### src/rtl/pwm_bank.sv
// pwm_bank: NCH-channel PWM generator with a shared prescaler.
// Period/duty are double-buffered and load at each channel's wrap.
module pwm_bank #(
  parameter int NCH = 4,
  parameter int CW  = 16,
  parameter int PSW = 8
) (
  input  logic              axi_aclk,
  input  logic              axi_areset,
  input  logic [PSW-1:0]    prescale,
  input  logic [NCH-1:0]    enable,
  input  logic [NCH-1:0]    invert,
  input  logic [NCH*CW-1:0] period,
  input  logic [NCH*CW-1:0] duty,
  input  logic              update,
  output logic [NCH-1:0]    pwm_out,
  output logic [NCH-1:0]    wrap,
  output logic              update_pending
);

  logic [PSW-1:0] pcnt;
  logic           tick;
  logic [NCH-1:0] pend;

  // >= so that lowering prescale below pcnt ticks at once
  assign tick = (pcnt >= prescale);

  always_ff @(posedge axi_aclk) begin
    if (axi_areset) begin
      pcnt <= '0;
    end else if (tick) begin
      pcnt <= '0;
    end else begin
      pcnt <= pcnt + PSW'(1);
    end
  end

  for (genvar i = 0; i < NCH; i++) begin : g_ch
    logic [CW-1:0] cnt;
    logic [CW-1:0] act_per;
    logic [CW-1:0] act_duty;
    logic [CW-1:0] pnd_per;
    logic [CW-1:0] pnd_duty;
    logic [CW-1:0] in_per;
    logic [CW-1:0] in_duty;
    logic          pend_q;
    logic          pwm_q;
    logic          wrap_q;
    logic          at_end;

    assign in_per  = period[i*CW +: CW];
    assign in_duty = duty[i*CW +: CW];
    assign at_end  = tick && (cnt == act_per);

    always_ff @(posedge axi_aclk) begin
      if (axi_areset) begin
        cnt      <= '0;
        act_per  <= '0;
        act_duty <= '0;
        pnd_per  <= '0;
        pnd_duty <= '0;
        pend_q   <= 1'b0;
        pwm_q    <= 1'b0;
        wrap_q   <= 1'b0;
      end else if (!enable[i]) begin
        cnt      <= '0;
        pend_q   <= 1'b0;
        act_per  <= in_per;
        act_duty <= in_duty;
        wrap_q   <= 1'b0;
        pwm_q    <= invert[i];
      end else begin
        wrap_q <= at_end;
        pwm_q  <= (cnt < act_duty) ^ invert[i];
        if (at_end) begin
          cnt    <= '0;
          pend_q <= 1'b0;
          // a coincident update bypasses the shadow
          if (update) begin
            act_per  <= in_per;
            act_duty <= in_duty;
          end else if (pend_q) begin
            act_per  <= pnd_per;
            act_duty <= pnd_duty;
          end
        end else begin
          if (tick) begin
            cnt <= cnt + CW'(1);
          end
          if (update) begin
            pnd_per  <= in_per;
            pnd_duty <= in_duty;
            pend_q   <= 1'b1;
          end
        end
      end
    end

    assign pwm_out[i] = pwm_q;
    assign wrap[i]    = wrap_q;
    assign pend[i]    = pend_q;
  end

  assign update_pending = |pend;

endmodule
### config.mk
export PLATFORM = sky130hd
export DESIGN_NAME = pwm_bank
export DESIGN_NICKNAME = d
export VERILOG_FILES = /design/src/rtl/pwm_bank.sv
export SDC_FILE = /design/constraint.sdc
export NUM_CORES = 1
export LEC_CHECK = 0
export BUFFER_PORTS_ARGS = -buffer_cell sky130_fd_sc_hd__buf_4
export CAP_MARGIN = 20
export CORE_ASPECT_RATIO = 1.2
export CORE_UTILIZATION = 45
export CTS_CLUSTER_DIAMETER = 80
export DETAILED_ROUTE_END_ITERATION = 16
export PLACE_DENSITY = 0.7
export SLEW_MARGIN = 20
export SYNTH_ARGS = -nofsm -noshare
export SYNTH_HDL_FRONTEND = slang
export SYNTH_SLANG_ARGS = --single-unit
### constraint.sdc
create_clock -name axi_aclk -period 5.4 [get_ports axi_aclk]
set_clock_uncertainty 0.1 [all_clocks]
set_input_delay 0.27 -clock axi_aclk [delete_from_list [all_inputs] [get_ports axi_aclk]]
set_output_delay 0.27 -clock axi_aclk [all_outputs]
set_load 0.02 [all_outputs]
==> insert_results.sql <==
INSERT INTO impl_metrics (metric_group, metric, value, unit) VALUES
('worst_setup_path', 'setup.worst_path.start_class', 'register', ''),
('power', 'power_frac_clock', '41.7', '%'),
('drt', 'wl', '35.9', 'mm'),
('cts', 'cts_num_sinks', '340', ''),
('drt', 'drt_drc_violations_left', '0', ''),
('drt', 'drt-vias-per-instance', '5.19', ''),
('power', 'comb_power_share', '11.9', '%'),
('yosys', 'synth.net_count', '1954', ''),
('cells_and_area', 'post_layout_nonfiller_instances', '2447', ''),
('yosys', 'synth_cells', '1734', ''),
('sta', 'worst_tran_pin_value', '1.10', 'ns'),
('yosys', 'yosysSeqAreaShare', '42.0', '%'),
('yosys', 'postSynthRegisterBits', '340', ''),
('cts', 'clockRootBuffer', 'sky130_fd_sc_hd__clkbuf_16', ''),
('placement', 'gpl.final_weighted_congestion', '0.866', ''),
('drt', 'met3_routed_wl', '1.10', 'mm'),
('drt', 'highest_routing_layer_actually_used', 'met4', ''),
('die', 'chipWidth', '175', 'microns'),
('global_route', 'antenna_found_initial', '0', ''),
('drt', 'wl_met2', '17.6', 'mm'),
('min_path', 'hp-class', 'input pin to register', ''),
('sta', 'final.period_utilization', '64.4', '%'),
('drt', 'vias', '12700', ''),
('power', 'switching_share', '23.7', '%'),
('yosys', 'share_of_flip_flops_with_an_asynchronous_set_or_reset', '0', '%'),
('worst_setup_path', 'critical_path.top_delay_family', 'compound AO/OA/AOI/OAI gates', ''),
('power', 'power_report.internal_total', '4.45', 'mW'),
('worst_setup_path', 'max_stage_delay', '0.80', 'ns'),
('worst_setup_path', 'cp.buffers_inverters', '2', ''),
('run_status', 'outcome', 'complete, no violations', ''),
('cts', 'post_cts.resized_instances', '0', ''),
('yosys', 'number_of_synthesis_warnings', '0', ''),
('die', 'fp.dieH', '210', 'microns'),
('cts', 'clk_pin_slew', '0.06', 'ns'),
('sta', 'hold_violations', '0', ''),
('placement', 'dp_cells', '2248', ''),
('yosys', 'count_of_flip_flops_with_a_built_in_enable_after_synthesis', '0', ''),
('sta', 'grt_setup_unrepaired', 'no', ''),
('cts', 'insertion_delay', '0.51', 'ns'),
('cts', 'numCtsBuffers', '36', ''),
('global_route', 'grt_use_total', '19.6', '%'),
('cts', 'htree_num_levels', '2', ''),
('worst_setup_path', 'timing.critical_path.cells', 'inv_1, ha_1, nand2b_1, a2111oi_4, o31ai_4, buf_4, a31o_4, nor2_1, a211oi_1', ''),
('die', 'overall_die_area', '0.0368', 'sq mm'),
('yosys', 'syn-cell-area', '0.0162', 'sq mm'),
('cells_and_area', 'finalCoreUtilization', '57.0', '%'),
('cells_and_area', 'finish.net_count', '2179', ''),
('drt', 'drtPass1Iterations', '5', ''),
('global_route', 'grt_pass1_vias', '12400', ''),
('worst_setup_path', 'arrival', '3.79', 'ns'),
('sta', 'post-route-min-period', '3.48', 'ns'),
('yosys', 'post_synth_num_cell_types', '43', ''),
('power', 'power.share.sequential', '46.4', '%'),
('sta', 'setup_viol', '0', ''),
('placement', 'detailed_place_hpwl', '24.2', 'mm'),
('yosys', 'synthFlopType', 'sky130_fd_sc_hd__dfxtp_1', ''),
('worst_setup_path', 'crit_path_end_kind', 'register', ''),
('power', 'power.ir.vdd_worst', '214', 'uV'),
('die', 'initial_core_util', '46.1', '%'),
('cells_and_area', 'layout-area-overhead-vs-synth', '23.7', '%'),
('drt', 'drt_iter0_drc', '534', ''),
('die', 'rows', '75', ''),
('placement', 'placement.io_buffers', '155', ''),
('sta', 'final_tns_setup', '0', 'ns'),
('yosys', 'avgSynthCellArea', '9.35', 'sq um'),
('cells_and_area', 'drive_above_1_share', '12.4', '%'),
('worst_setup_path', 'worst_path_fanout_max', '64', ''),
('sta', 'drv_slew', '0', ''),
('drt', 'post_drt_wl_per_cell', '14.7', 'microns'),
('cts', 'cts_tree', 'yes', ''),
('die', 'fp.coreArea', '0.0352', 'sq mm');
[power groups by stage]
stage               clock (mW)  combinational (mW)  sequential, mW
floorplan                    0               0.440            2.74
global placement             0               0.600            2.75
detailed placement           0               0.619            2.76
CTS                       2.49               0.700            2.70
global route              2.60               0.771            2.72
finish                    2.43               0.694            2.70
[tightest hold or removal path: stages]
cell and delay (ns):
sky130_fd_sc_hd__buf_4 0.11, sky130_fd_sc_hd__nor2_1 0.08, sky130_fd_sc_hd__mux2_2 0.14
[Yosys cell counts (all sizes together) (9+ instances only)]
cell type,n,area [sq um]
mux2i,256,2560
nand4,52,325
nand2,43,161
nor3,14,70.1
nand2b,9,56.3
or3,9,56.3
nor4,9,90.1
a21oi,38,213
buf,63,380
and3,15,93.8
nor2,330,1240
a211oi,135,1010
ha,73,913
nor2b,12,75.1
inv,72,270
nand3,25,125
xor2,41,359
o21ai,20,100
xnor2,82,718
dfxtp,340,6810
clkbuf,51,191
[kinds of logic after synthesis]
family          after synthesis  synth area share, %
simple gates                539                 15.1
mux                         260                 16.1
fa+ha+maj                    73                 5.63
buf+inv                     186                 5.19
compound gates              213                 9.41
xor+xnor                    123                 6.64
flops                       340                 42.0
[cell usage in the layout (no fill, tap or decap), types with 8 or more instances in the layout]
cell / n
sky130_fd_sc_hd__dfxtp_1: 340
sky130_fd_sc_hd__nor2_1: 330
sky130_fd_sc_hd__mux2i_1: 256
sky130_fd_sc_hd__buf_4: 165
sky130_fd_sc_hd__a211oi_1: 135
sky130_fd_sc_hd__dlygate4sd3_1: 135
sky130_fd_sc_hd__xnor2_1: 82
sky130_fd_sc_hd__ha_1: 73
sky130_fd_sc_hd__inv_1: 72
sky130_fd_sc_hd__nand4_1: 52
sky130_fd_sc_hd__nand2_1: 43
sky130_fd_sc_hd__xor2_1: 41
sky130_fd_sc_hd__clkbuf_16: 37
sky130_fd_sc_hd__a21oi_1: 34
sky130_fd_sc_hd__nand3_1: 25
sky130_fd_sc_hd__o21ai_0: 20
sky130_fd_sc_hd__and3_1: 15
sky130_fd_sc_hd__nor3_1: 14
sky130_fd_sc_hd__nor2b_1: 12
sky130_fd_sc_hd__clkbuf_1: 10
sky130_fd_sc_hd__or3_1: 9
sky130_fd_sc_hd__clkbuf_8: 8
[repair_timing]
| item | CTS | global route |
|---|---|---|
| buffers inserted | 0 | 0 |
| hold buffers | 135 | 0 |
| hold endpoints to repair | 136 | 0 |
[metrics by stage]
stage | total power [mW] | worst slack (ns) | hold slack, ns | instance area, sq um
after global routing | 6.09 | 1.57 | 0.0248 | 20100
after detailed placement | 3.38 | 1.57 | 0.380 | 17500
after CTS | 5.90 | 1.59 | 0.0102 | 20000
after floorplan | 3.18 | 2.96 | 0.316 | 16200
after global placement | 3.35 | 1.76 | 0.372 | 17500
final | 5.83 | 1.92 | 0.0262 | 20100
[final timing paths]
path	depth (start not counted)	endpoint	from	slack, ns
setup reg to reg	9	g_ch[0].act_duty[10]	pcnt[0]	1.92
hold reg to reg	2	g_ch[0].pnd_duty[5]	g_ch[0].pnd_duty[5]	0.39
hold / removal	3	g_ch[1].pwm_q	invert[1]	0.03
setup / recovery	9	g_ch[0].act_duty[10]	pcnt[0]	1.92
[registers in the layout (all words and copies together) (netlist names)]
signal	flops
g_ch.act_duty	64
g_ch.act_per	64
g_ch.cnt	64
g_ch.pnd_duty	64
g_ch.pnd_per	64
pcnt	8
g_ch.pend_q	4
g_ch.pwm_q	4
g_ch.wrap_q	4
[per-layer routing]
| metal | global-route usage, % | vias to the layer above |
|---|---|---|
| met5 | 0 | - |
| met4 | 5.70 | 0 |
| met3 | 2.76 | 62 |
| met2 | 34.6 | 205 |
| met1 | 24.7 | 5967 |
| li1 | - | 6470 |
[cell type report]
class | instances | area (sq um)
Multi-Input combinational cell | 1208 | 8640
Clock buffer | 54 | 1060
Timing Repair Buffer | 301 | 2600
Clock inverter | 10 | 110
Tap cell | 462 | 578
Fill cell | 3053 | 15100
Sequential cell | 340 | 6810
Inverter | 72 | 270
Note: power is estimated with default switching activity, not from simulation.
